==> src/rtl/fetch_unit.sv <==
// Instruction-fetch stage for the 16-bit WISC pipeline: owns the PC, issues one
// request at a time to instruction memory and hands fetched words to decode.
module fetch_unit #(
  parameter logic [15:0] RESET_PC = 16'h0000
) (
  input  logic        clk,
  input  logic        rst_n,
  output logic        imem_req,
  output logic [15:0] imem_addr,
  input  logic [15:0] imem_rdata,
  input  logic        imem_done,
  input  logic        redirect,
  input  logic [15:0] redirect_pc,
  input  logic        id_ready,
  output logic        if_valid,
  output logic [15:0] instruction,
  output logic [15:0] if_pc,
  output logic [15:0] pc_plus2,
  output logic        halted,
  output logic [2:0]  dbg_state
);

  typedef enum logic [2:0] {
    S_FETCH = 3'd0,
    S_WAIT  = 3'd1,
    S_FULL  = 3'd2,
    S_DRAIN = 3'd3,
    S_HALT  = 3'd4
  } state_t;

  localparam logic [15:0] NOP_WORD = 16'h0800;

  state_t      state_q, state_d;
  logic [15:0] pc_q, pc_d;
  logic [15:0] instr_q, instr_d;
  logic [15:0] if_pc_q, if_pc_d;
  logic [15:0] pc_plus2_q, pc_plus2_d;
  logic        is_halt;
  logic        handshake;

  // Handshake: decode takes the word in any cycle where if_valid and id_ready
  // are both high; while if_valid is high and id_ready is low, every IF/ID
  // output holds its value.
  assign is_halt   = (instr_q[15:11] == 5'b00000);
  assign handshake = (state_q == S_FULL) && id_ready;

  always_ff @(posedge clk) begin
    if (!rst_n) begin
      state_q    <= S_FETCH;
      pc_q       <= RESET_PC;
      instr_q    <= NOP_WORD;
      if_pc_q    <= RESET_PC;
      pc_plus2_q <= RESET_PC + 16'd2;
    end else begin
      state_q    <= state_d;
      pc_q       <= pc_d;
      instr_q    <= instr_d;
      if_pc_q    <= if_pc_d;
      pc_plus2_q <= pc_plus2_d;
    end
  end

  always_comb begin
    state_d    = state_q;
    pc_d       = pc_q;
    instr_d    = instr_q;
    if_pc_d    = if_pc_q;
    pc_plus2_d = pc_plus2_q;
    if (redirect) begin
      // A redirect wins over the handshake and over a response in the same
      // cycle; an in-flight request must be drained before fetching again.
      pc_d = redirect_pc & 16'hFFFE;
      case (state_q)
        S_FETCH: state_d = S_DRAIN;
        S_WAIT:  state_d = imem_done ? S_FETCH : S_DRAIN;
        S_DRAIN: state_d = imem_done ? S_FETCH : S_DRAIN;
        default: state_d = S_FETCH;
      endcase
    end else begin
      case (state_q)
        S_FETCH: state_d = S_WAIT;
        S_WAIT: begin
          if (imem_done) begin
            instr_d    = imem_rdata;
            if_pc_d    = pc_q;
            pc_plus2_d = pc_q + 16'd2;
            state_d    = S_FULL;
          end
        end
        S_FULL: begin
          if (handshake) begin
            pc_d    = pc_q + 16'd2;
            state_d = is_halt ? S_HALT : S_FETCH;
          end
        end
        S_DRAIN: begin
          if (imem_done) state_d = S_FETCH;
        end
        S_HALT:  state_d = S_HALT;
        default: state_d = S_FETCH;
      endcase
    end
  end

  // The request is gated with rst_n so nothing is issued while reset is held.
  always_comb begin
    imem_req = 1'b0;
    if_valid = 1'b0;
    halted   = 1'b0;
    case (state_q)
      S_FETCH: imem_req = rst_n;
      S_FULL:  if_valid = 1'b1;
      S_HALT:  halted   = 1'b1;
      default: ;
    endcase
  end

  assign imem_addr   = pc_q;
  assign instruction = instr_q;
  assign if_pc       = if_pc_q;
  assign pc_plus2    = pc_plus2_q;
  assign dbg_state   = state_q;

endmodule

==> config.mk <==
export PLATFORM = sky130hd
export DESIGN_NAME = fetch_unit
export DESIGN_NICKNAME = d
export VERILOG_FILES = /design/src/rtl/fetch_unit.sv
export SDC_FILE = /design/constraint.sdc
export NUM_CORES = 1
export LEC_CHECK = 0
export BUFFER_PORTS_ARGS = -buffer_cell sky130_fd_sc_hd__clkbuf_2
export CAP_MARGIN = 20
export CORE_ASPECT_RATIO = 0.9
export CORE_MARGIN = 5
export CORE_UTILIZATION = 54
export CTS_BUF_LIST = sky130_fd_sc_hd__clkbuf_4 sky130_fd_sc_hd__clkbuf_8
export DETAILED_ROUTE_END_ITERATION = 10
export GPL_TIMING_DRIVEN = 0
export MAX_ROUTING_LAYER = met4
export PLACE_DENSITY = 0.91
export SYNTH_ARGS = -nofsm -noshare
export SYNTH_HDL_FRONTEND = slang
export SYNTH_SLANG_ARGS = --single-unit
==> constraint.sdc <==
create_clock -name clk -period 5.3 [get_ports clk]
set_input_delay 0.53 -clock clk [delete_from_list [all_inputs] [get_ports clk]]
set_output_delay 0.53 -clock clk [all_outputs]
set_load 0.05 [all_outputs]
# ---- After elaboration in Yosys (flattened, before gate mapping)
# Index checks and enable logic that the tools add are counted.
dict set report op_classes {
  n_reduce_logical 11
  add_sub_neg 1
  n_bitwise 2
  mux 14
  n_eq_ne 7
}
# op count
set ops {}
lappend ops {{two-way mux 16 bit} 3}
lappend ops {{adder 16 x 2 -> 16 bit, second input constant} 1}
lappend ops {{two-way mux 3 bit} 5}
lappend ops {{case mux 3 bit (5 select lines)} 1}
lappend ops {{!= test 3 bit, second input constant} 3}
lappend ops {{== test 3 x 2 -> 1 bit, second input constant} 2}
lappend ops {{AND reduction 3 bit} 2}
lappend ops {{logical NOT 5 bit} 1}
lappend ops {{case mux 2 bit (2 select lines)} 1}
lappend ops {{AND reduction 2 bit} 2}
lappend ops {{nonzero test 2 bit} 2}
lappend ops {{OR reduction 2 bit} 2}
lappend ops {{== test 3 x 1 -> 1 bit, second input constant} 1}
lappend ops {{== test 3 bit, second input constant} 1}
lappend ops {{logical NOT 3 bit} 1}
lappend ops {{two-way mux 1 bit} 3}
lappend ops {{two-way mux 2 bit} 1}
lappend ops {{NOT 1 bit} 2}
lappend ops {{logical AND 1 bit} 1}
dict set report totals {
  regBits 67
  word_cells 41
  output_inout_bits 70
  inputBits 37
}

# ---- Depth between registers and ports, before layout
# Gate-level depths: netlist of run 1.
dict set report logic_depth {
  depth_word 5
  mapped_depth 7
  depth_no_buf 5
}

# ---- Worst setup path after synthesis of run 1
# No wires, ideal clock.
dict set report synth_path {
  kind {flip-flop to output port}
  startpoint {register state_q[2], in the netlist dbg_state[2]}
  endpoint {output port halted}
  required_time_ns 4.770
  arrival_ns 1.952
  setup_slack_ns 2.818
  stages_incl_launch_ff 3
  n_path_buf 0
  cell_sequence {dfxtp_1 -> inv_1 -> nor3_1}
}
dict set report synth_between {
  elab_chain_cells 2
}
# item line_no
set synth_rtl {}
lappend synth_rtl {{from (decl)} 33} ;# state_t state_q, state_d;
lappend synth_rtl {{from (signal assigned)} 55} ;# state_q <= state_d;
lappend synth_rtl {{== test 3 bit} 110} ;# case (state_q)
lappend synth_rtl {{two-way mux 1 bit} 110}
lappend synth_rtl {{to (decl)} 19} ;# output logic halted,
# No other way between the ends.

# ---- Worst setup path in the final report of run 1
dict set report layout_path {
  startpoint {register pc_q[1], in the netlist imem_addr[1]}
  endpoint {register pc_q[13], in the netlist imem_addr[13]}
}
dict set report layout_between {
  elab_chain_cells 4
}
# item line_no
set layout_rtl {}
lappend layout_rtl {{from (decl)} 34} ;# logic [15:0] pc_q, pc_d;
lappend layout_rtl {{from (signal assigned)} 56} ;# pc_q <= pc_d;
lappend layout_rtl {{adder 16 x 2 -> 16 bit} 92} ;# pc_d = pc_q + 16'd2;
lappend layout_rtl {{two-way mux 16 bit} 91} ;# if (handshake) begin
lappend layout_rtl {{two-way mux 16 bit} 80} ;# case (state_q)
lappend layout_rtl {{two-way mux 16 bit} 69} ;# if (redirect) begin
# No other way between the ends. The select of a mux whose other input is x is not followed.
# A chain may end at the register's enable or synchronous reset.

==> results.md, run 1 <==
- The flow ran to the end, and the final reports show no timing, DRC or antenna violations.
- Counting flops and latches in the post-synthesis netlist gives 64.
- The upper clock frequency limit is 456.7 MHz.
- After detailed routing, the number of remaining DRC violations is 0.
- The overall via count from detail_route is 2884.
- The highest fanout seen on the critical path is 10.
- The dominant combinational cell family by area after synthesis is simple AND/OR/NAND/NOR gates.
- The setup path with the least slack is of type flip-flop to flip-flop.
- The most common cell after layout, fill and taps aside is sky130_fd_sc_hd__clkbuf_2.
- The share of the synthesized area in the top cell type is 46.33%.
- For the finished layout, the period the worst path requires is 2190 ps.
- The max-slew violation count came to 0.
- The clock slew seen by the registers of the worst setup and hold paths is 70 ps.
- The netlist uses 39 different library cells.
- The terminating pin of the worst hold path is instruction[13]$_SDFFE_PN0P_.
- Setup violations remaining at the end of the flow were counted as 0.
- The placed instances occupy a cell area of 0.003354 mm^2.
- The minimum hold slack is 406.3 ps.
- The routability congestion estimate is 0.8618.
- Summing internal, switching and leakage power gives 1.157 mW.
- The post-CTS setup buffer count is 0.
- STA puts the critical path data required time at 5570 ps.
- During synthesis, Yosys emitted a total of 0 warnings.
- The count of boundary I/O pins is 107.
- The number of hold buffers added after CTS was 0.
- The die outline width is 85.43 um.
- Summed over all nets, the half-perimeter wirelength after detailed placement is 5802 um.
- The number of antenna violations at the first check in global routing is 0.
- Adding up every negative setup slack in the final design gives 0 ps.
- The number of nets in the finished design is 495.
- The core region is 0.004895 mm^2.
- The portion of the post-synthesis area used by sequential elements is 46.33%.
- The total CTS buffers is 9.
- Dividing the detail-routed via count by the number of cells gives 5.483.
- The final global-route overflow total is 0.
- The peak ir drop on the vdd network is 170.7 uV.
- In the final routed layout, each cell accounts on average for 15.03 um.
- The summed area of non-filler cells in the final layout is 0.003550 mm^2.
- Along the worst hold path, the cell count comes to 3.
- The antenna diode count is 0.
- The deepest clock path buffer count is 2.
- The antenna violation net count after detailed routing is 0.
- The post-placement cell count is 511.
- The worst path uses 41.32% of the clock period.
- The adder-cell share of the synthesized area is 0.4525%.
- In the layout the commonest cells are sky130_fd_sc_hd__clkbuf_2, sky130_fd_sc_hd__nand2_1, sky130_fd_sc_hd__dfxtp_1, sky130_fd_sc_hd__a21oi_1, sky130_fd_sc_hd__o21ai_0.
- The per-instance average area after synthesis is 8.038 um^2.
- The wire length of the first global-routing pass is 12610 um.
- Clock latency on the worst-skew pair, taken at its later pin, is 340 ps.
- The worst setup path is launched from a flip-flop.
- The final hold violation count is 0.
- The share of cells above drive strength 1 is 29.07%.
- The count of mapped cells out of synthesis is 344.
- The leading area contributor after synthesis is sky130_fd_sc_hd__dfxtp_1.
- The tightest min-delay check is of the primary input to flip-flop type.
- The slew at the pin with the worst max-slew slack is 597.1 ps.
- Summed over all layers, the routed wires come to 7904 um.
- The number of cells in the finished layout apart from fillers is 526.
- The number of gates resized after cts is 0.
- The port buffer count is 100.
- The number of max-capacitance violations reported is 0.
- The die area is 0.006654 mm^2.
- The number of global-route vias before repair is 2732.
- The global-route usage over all layers is 24.64%.
- At the worst endpoint, the arrival time is 2460 ps.
- The area growth from synthesis to final layout is 28.37%.
- The type of element capturing the critical path is a flip-flop.
- By area the synthesized netlist is led by sky130_fd_sc_hd__dfxtp_1, sky130_fd_sc_hd__nand2_1, sky130_fd_sc_hd__a21oi_1, sky130_fd_sc_hd__xnor2_1, sky130_fd_sc_hd__o21ai_0.
- The critical register-to-register path endpoint is imem_addr[13]$_SDFFE_PN0P_.
- Setup repair after global routing left no endpoint under its margin.
- Measured against the total synthesized area, the mux share comes to 1.131%.
- TritonCTS built the clock tree.
- The number of detailed-route iterations in the first pass is 5.
- The power per standard cell area is 325.9 mW/mm^2.
- The cell row count is 24.
- The synthesized netlist occupies a cell area of 0.002765 mm^2.
- Headroom to the max-slew limit came out at 59.83%.
- The worst register-to-register path begins at imem_addr[1]$_SDFFE_PN0P_.
- The starting density of the core is 56.49%.
- Counting cells, the worst reg-to-reg path comes to 6.
- After Yosys synthesis, and, or, nand and nor cells account for 20.32% of the synthesized area.
- The compound-cell area share of the yosys netlist is 17.10%.
- Summing the areas of all xor and xnor instances in the mapped netlist gives 7.919% of the synthesized area.
- The tree is rooted in a sky130_fd_sc_hd__clkbuf_8.
- The flop-to-flop setup slack is 3110 ps.
- At the end of the flow the core is filled with cells to 72.52%.
- Clock skew on the completed layout was measured at 10.05 ps.
- The H-tree generated during clock tree synthesis spans 3 levels.
- The slack of the critical path is 3110 ps.
- The pin count of the biggest net entering global routing is 11.
- The detailed router finished its first iteration with 262 violations.
- The analysis attributes to cell leakage a power of 1.455 nW.
- The startpoint identified for the worst hold timing path is imem_rdata[13].
- The die boundary height is 77.89 um.
- The post-place setup slack is 3107 ps.
- The clock sink count is 64.
## kinds of logic after synthesis
kind of cell	count (synthesis)
other	1
multiplexers	3
buffers and inverters	39
adder cells (fa/ha/maj)	1
XOR/XNOR	25
AND/OR/NAND/NOR	124
AO/OA/AOI/OAI	87
flip-flops	64
## metal layers
metal	global-route usage, %	part of all wire (%)
met2	38.35	48
met3	5.720	8.5
met1	29.83	41
met5	-	0
met4	12.34	2.4
## sequential cells by signal, summed over array words and instances (netlist names)
| name | count |
|---|---|
| dbg_state | 3 |
| if_pc | 15 |
| imem_addr | 15 |
| instruction | 16 |
| pc_plus2 | 15 |
## how the worst max path moves through the flow
stage                         startpoint                         end  cells past startpoint
2_1_floorplan  dbg_state[2]$_SDFFE_PN0P_                      halted                      2
3_3_place_gp                    redirect      if_pc[11]$_SDFFE_PN0P_                      6
3_5_place_dp                    redirect       if_pc[9]$_SDFFE_PN0P_                      6
4_1_cts        imem_addr[1]$_SDFFE_PN0P_  imem_addr[13]$_SDFFE_PN0P_                      6
5_1_grt        imem_addr[1]$_SDFFE_PN0P_  imem_addr[13]$_SDFFE_PN0P_                      6
6_report       imem_addr[1]$_SDFFE_PN0P_  imem_addr[13]$_SDFFE_PN0P_                      6
## layout make-up
cell class                      count  area, um^2
Clock buffer                       12       152.6
Tap cell                           65       81.33
Inverter                            5       18.77
Buffer                             34       163.9
Multi-Input combinational cell    243        1309
Clock inverter                      3       42.54
Sequential cell                    64        1281
Timing Repair Buffer              100       500.5
Fill cell                         384        1345
## power breakdown
group	switching, mW	internal, mW
logic	0.160	0.0593
registers	0.0178	0.503
clock network	0.180	0.237
## worst max-delay path, cell delays in order (launching register included)
cell and delay (ps):
sky130_fd_sc_hd__dfxtp_1 500, sky130_fd_sc_hd__ha_1 260, sky130_fd_sc_hd__nand3_1 120, sky130_fd_sc_hd__buf_2 200
sky130_fd_sc_hd__or3_1 350, sky130_fd_sc_hd__or4_1 500, sky130_fd_sc_hd__a31oi_1 180
## cells in the mapped netlist
library cell / n
sky130_fd_sc_hd__nor4bb_1: 1
sky130_fd_sc_hd__nor2_1: 16
sky130_fd_sc_hd__ha_1: 1
sky130_fd_sc_hd__nor3b_1: 1
sky130_fd_sc_hd__or4_1: 3
sky130_fd_sc_hd__mux2_2: 1
sky130_fd_sc_hd__o211ai_1: 1
sky130_fd_sc_hd__nand3_1: 4
sky130_fd_sc_hd__a21oi_1: 50
sky130_fd_sc_hd__nand2_2: 1
sky130_fd_sc_hd__nand2_1: 73
sky130_fd_sc_hd__inv_2: 1
sky130_fd_sc_hd__or3_1: 2
sky130_fd_sc_hd__nand2b_1: 1
sky130_fd_sc_hd__o32ai_1: 1
sky130_fd_sc_hd__xnor2_1: 22
sky130_fd_sc_hd__conb_1: 1
sky130_fd_sc_hd__a31oi_1: 2
sky130_fd_sc_hd__xor2_1: 3
sky130_fd_sc_hd__mux2i_1: 2
sky130_fd_sc_hd__inv_1: 4
sky130_fd_sc_hd__clkbuf_1: 20
sky130_fd_sc_hd__nor4_1: 6
sky130_fd_sc_hd__nor4_2: 1
sky130_fd_sc_hd__clkbuf_2: 3
sky130_fd_sc_hd__a211oi_1: 5
sky130_fd_sc_hd__nand4_1: 4
sky130_fd_sc_hd__nor3_1: 9
sky130_fd_sc_hd__nand4bb_1: 1
sky130_fd_sc_hd__o21ai_0: 24
sky130_fd_sc_hd__a21boi_0: 1
sky130_fd_sc_hd__buf_6: 1
sky130_fd_sc_hd__o2111a_1: 1
sky130_fd_sc_hd__buf_4: 5
sky130_fd_sc_hd__or4_4: 1
sky130_fd_sc_hd__dfxtp_1: 64
sky130_fd_sc_hd__buf_2: 5
sky130_fd_sc_hd__o311a_1: 1
sky130_fd_sc_hd__o31ai_1: 1
Power figures use the tool's default switching activity.
==> inputs of run 2 (changes only) <==
--- a/config.mk
+++ b/config.mk
@@ -5,16 +5,17 @@
 export SDC_FILE = /design/constraint.sdc
 export NUM_CORES = 1
 export LEC_CHECK = 0
+export ABC_AREA = 1
 export BUFFER_PORTS_ARGS = -buffer_cell sky130_fd_sc_hd__clkbuf_2
 export CAP_MARGIN = 20
 export CORE_ASPECT_RATIO = 0.9
 export CORE_MARGIN = 5
-export CORE_UTILIZATION = 54
+export CORE_UTILIZATION = 46
 export CTS_BUF_LIST = sky130_fd_sc_hd__clkbuf_4 sky130_fd_sc_hd__clkbuf_8
 export DETAILED_ROUTE_END_ITERATION = 10
 export GPL_TIMING_DRIVEN = 0
 export MAX_ROUTING_LAYER = met4
-export PLACE_DENSITY = 0.91
+export PLACE_DENSITY = 0.82
 export SYNTH_ARGS = -nofsm -noshare
 export SYNTH_HDL_FRONTEND = slang
 export SYNTH_SLANG_ARGS = --single-unit
==> constraint.sdc (replaced) <==
create_clock -name clk -period 1.75 [get_ports clk]
set_input_delay 0.175 -clock clk [delete_from_list [all_inputs] [get_ports clk]]
set_output_delay 0.175 -clock clk [all_outputs]
set_load 0.05 [all_outputs]
==> run 2 against run 1 <==
  * Synthesized cell count increased by 21%
  * Design area is 5.1% higher
  * Worst hold slack got worse by 350 ps
  * Cell count rose by 18%
  * Total power grew to 3.1 times the previous value
  * Flip-flop and latch count did not move
  * Clock power rose to 2.8 times the previous value
==> results.md, run 2 <==
- Setup repair after global routing left no endpoint under its margin.
- In this design, the largest share of critical-path delay is due to flip-flops.
- The clock slew seen by the registers of the worst setup and hold paths is 60 ps.
- Buffers placed on the I/O ports in this run total 101.
- In this run the critical register-to-register path is launched from imem_addr[1]$_SDFFE_PN0P_.
- Dividing the detail-routed wire length by the instance count gives 13.78 um.
- The wire length of the first global-routing pass is 13810 um.
- The dominant register cell in the synthesized netlist is sky130_fd_sc_hd__dfxtp_1.
- The ratio of final minimum period to clock period is 89.49%.
- The peak ir drop on the vdd network is 458.0 uV.
- The clock sink count is 64.
- The first detailed-routing pass ran for 7 iterations.
- The type of element capturing the critical path is an output port.
- The number of global-route vias before repair is 2929.
- The antenna violation net count after detailed routing is 0.
- Summing all multi-input logic gate instances after layout gives 0.001344 mm^2.
- TritonCTS built the clock tree.
- The final critical path time including I/O delays and setup is 1566 ps.
- The clock tree root buffer cell is sky130_fd_sc_hd__clkbuf_8.
- The sum of buffers and inverters on the critical path is 2.
- In this run the most critical hold path is launched from imem_rdata[11].
- The number of flops mapped to enable cells by yosys is 0.
- Yosys mapped the design onto 28 distinct sky130hd cell types.
- The die covers 0.008038 mm^2.
- In the post-synthesis netlist, the cell with the most instances is sky130_fd_sc_hd__nor2_1.
- In the layout the commonest cells are sky130_fd_sc_hd__clkbuf_2, sky130_fd_sc_hd__nor2_1, sky130_fd_sc_hd__nand2_1, sky130_fd_sc_hd__dfxtp_1, sky130_fd_sc_hd__o21ai_0.
- Summed over all nets, the half-perimeter wirelength after detailed placement is 6332 um.
- The area of the mapped netlist is 0.002918 mm^2.
- Measured against its own limit, the worst slew margin works out to 62.74%.
- The total CTS buffers is 9.
- From synthesis to final layout, the design area changed by 27.87%.
- The routability congestion estimate is 0.8751.
- The worst hold path depth is 3.
- In this run, the number of DRC markers left after iteration 0 of detailed routing was 160.
- The critical register-to-register path endpoint is pc_plus2[15]$_SDFFE_PN0P_.
- Counting tap cells, the placed design contains a total of 606 instances.
- Of all nets on the critical path, the largest fanout is 6.
- The most common cell after layout, fill and taps aside is sky130_fd_sc_hd__clkbuf_2.
- The detail-routed via count per cell is 4.903.
- For flop-to-flop paths, the worst setup slack is 210 ps.
- The count of boundary I/O pins is 107.
- The tightest min-delay check is of the primary input to flip-flop type.
- The pin count of the biggest net entering global routing is 11.
- The slew at the pin with the worst max-slew slack is 558.9 ps.
- The design draws 3.599 mW.
- The tool flagged a number of max-cap violations equal to 0.
- The upper clock frequency limit is 638.5 MHz.
- Walking the worst path, the cells encountered are inv_1 > nand2_1 > nor2_1 > clkbuf_2.
- The antenna diode count is 0.
- For the worst-skew pair, the clock arrives at the later sink with an insertion delay of 340 ps.
- The region available for standard cell placement spans 0.006148 mm^2.
- The slack of the critical path is 183.9 ps.
- The total negative slack for setup checks is 0 ps.
- For this run, design rule violations remaining after detail routing come to 0.
- For the worst flop-to-flop path, the logic depth is 8.
- The analysis attributes to cell leakage a power of 1.944 nW.
- The post-CTS setup buffer count is 0.
- Sorting the synthesized cells by area gives the leading types as sky130_fd_sc_hd__dfxtp_1, sky130_fd_sc_hd__nor2_1, sky130_fd_sc_hd__nand2_1, sky130_fd_sc_hd__o21ai_0, sky130_fd_sc_hd__inv_1.
- The share of cells above drive strength 1 is 27.53%.
- For this design, the slowest cell found on the critical path is sky130_fd_sc_hd__dfxtp_1.
- At the worst endpoint, the required time is 1570 ps.
- The leading area contributor after synthesis is sky130_fd_sc_hd__dfxtp_1.
- Global routing used 22.25% of the available tracks across all layers.
- The kind of start point of the critical path is a flip-flop.
- In this run the core area contains 27 standard-cell rows.
- The peak per-stage delay on the critical path is 480 ps.
- The die is 85.56 um tall.
- Data on the critical path arrives at its endpoint at 1390 ps.
- After synthesis the netlist holds a flip-flop and latch count of 64.
- The tightest hold path in the finished design has a slack of 57.46 ps.
- The setup path with the least slack is of type flip-flop to output port.
- The overall via count from detail_route is 3045.
- The number of warning messages in the yosys log is 0.
- Summed over all layers, the global routing overflow is 0.
- The flow ran to the end, and the final reports show no timing, DRC or antenna violations.
- In this run, post-CTS repair resized a total of 0 instances.
- The floorplan step set the die width to 93.95 um.
- The max-slew violation count is 0.
- The worst hold path terminates at instruction[11]$_SDFFE_PN1P_.
- The worst clock skew is 7.245 ps.
- The number of nets in the finished design is 568.
- The per-instance average area after synthesis is 7.014 um^2.
- The layout filler cell count is 619.
- The deepest clock path buffer count is 2.
- The final layout contains routed wiring with a total length of 8555 um.
- The final hold violation count is 0.
- After synthesis, the largest area contributor takes up 43.91% of total cell area.
- Leaving out filler cells and counting taps, the final layout contains 621.
- The number of buffers inserted for hold repair after clock tree synthesis is 0.
- Registers take 0.001286 mm^2.
- The number of flip-flops in the largest register is 16.
- The post-synthesis async set-or-reset flop share is 0%.
- Sorting the synthesized cells by how often they occur yields sky130_fd_sc_hd__nor2_1, sky130_fd_sc_hd__nand2_1, sky130_fd_sc_hd__dfxtp_1.
- Power spread over the standard cell area amounts to 964.6 mW/mm^2.
- The portion of the post-synthesis area used by sequential elements is 43.91%.
- The number of antenna violations at the first check in global routing is 0.
- For this configuration, the core starts out at a cell density of 47.46%.
- The count of mapped cells out of synthesis is 416.
- The maximum level of the CTS H-tree is 3.
- The post-place setup slack is 250.2 ps.
- The final count of negative-setup-slack endpoints is 0.
[run 2: cell count changes in the layout (fill, tap and decap cells not counted), sizes merged, moves of 5 or more]
cell | previous run | this run
a211oi | 5 | 0
a21oi | 50 | 25
buf | 11 | 16
clkbuf | 135 | 123
inv | 5 | 40
nand2 | 74 | 80
nand3 | 4 | 24
nor2 | 16 | 90
nor3 | 9 | 3
nor4 | 7 | 0
o21ai | 24 | 46
xnor2 | 22 | 0
[run 2: final cells by class]
| cell class | instances | share of cell area, % |
|---|---|---|
| Multi-Input combinational cell | 290 | 36.02 |
| Sequential cell | 64 | 34.47 |
| Timing Repair Buffer | 101 | 13.55 |
| Clock buffer | 15 | 4.863 |
| Inverter | 41 | 4.125 |
| Buffer | 23 | 4.058 |
| Tap cell | 87 | 2.917 |
[run 2: cell families (layout without fill, tap and decap cells)]
family | after synthesis | after routing | synth area share (%)
AO/OA/AOI/OAI | 75 | 75 | 13.21
XOR/XNOR | 6 | 6 | 1.801
adder cells (fa/ha/maj) | 1 | 1 | 0.4287
buffers and inverters | 64 | 180 | 10.46
flip-flops | 64 | 64 | 43.91
other | 1 | 3 | 0.1285
AND/OR/NAND/NOR | 205 | 205 | 30.06
[run 2: per-layer routing]
metal	GRT usage [%]	routed length, um	vias to the layer above
met1	27.92	3817	1371
met2	35.33	4016	118
met5	-	0	-
li1	-	-	1542
met4	9.449	142	0
met3	3.860	578	14
[run 2: stage by stage]
stage / utilization, % / cell area, um^2
final: 60.68 / 3731
after detailed placement: 57.73 / 3550
after CTS: 60.68 / 3731
after global routing: 60.68 / 3731
after floorplan: - / 2935
after global placement: 57.73 / 3550
[run 2: tightest hold or removal path, delay by kind of cell]
kind	cells	cell delay (ps)
and+or+nand+nor	2	100
buffers and inverters	1	80
[run 2: power by group]
| part | leakage, nW | internal [mW] | total, mW | switching [mW] |
|---|---|---|---|---|
| clock network | 0.0975 | 0.649 | 1.18 | 0.529 |
| logic | 1.32 | 0.201 | 0.800 | 0.599 |
| registers | 0.523 | 1.55 | 1.62 | 0.0758 |
| total | 1.94 | 2.40 | 3.60 | 1.20 |
[run 2: how the worst max path moves through the flow]
stage,from,to,slack (ps),cells after the start
finish,dbg_state[2]$_SDFFE_PN0P_,imem_req,180,4
global route,imem_addr[1]$_SDFFE_PN0P_,pc_plus2[11]$_SDFFE_PN0P_,70,8
CTS,dbg_state[2]$_SDFFE_PN0P_,imem_req,210,4
detailed placement,imem_addr[1]$_SDFFE_PN0P_,pc_plus2[9]$_SDFFE_PN0P_,250,7
global placement,imem_addr[1]$_SDFFE_PN0P_,pc_plus2[9]$_SDFFE_PN0P_,260,7
floorplan,dbg_state[2]$_SDFFE_PN0P_,halted,10,2
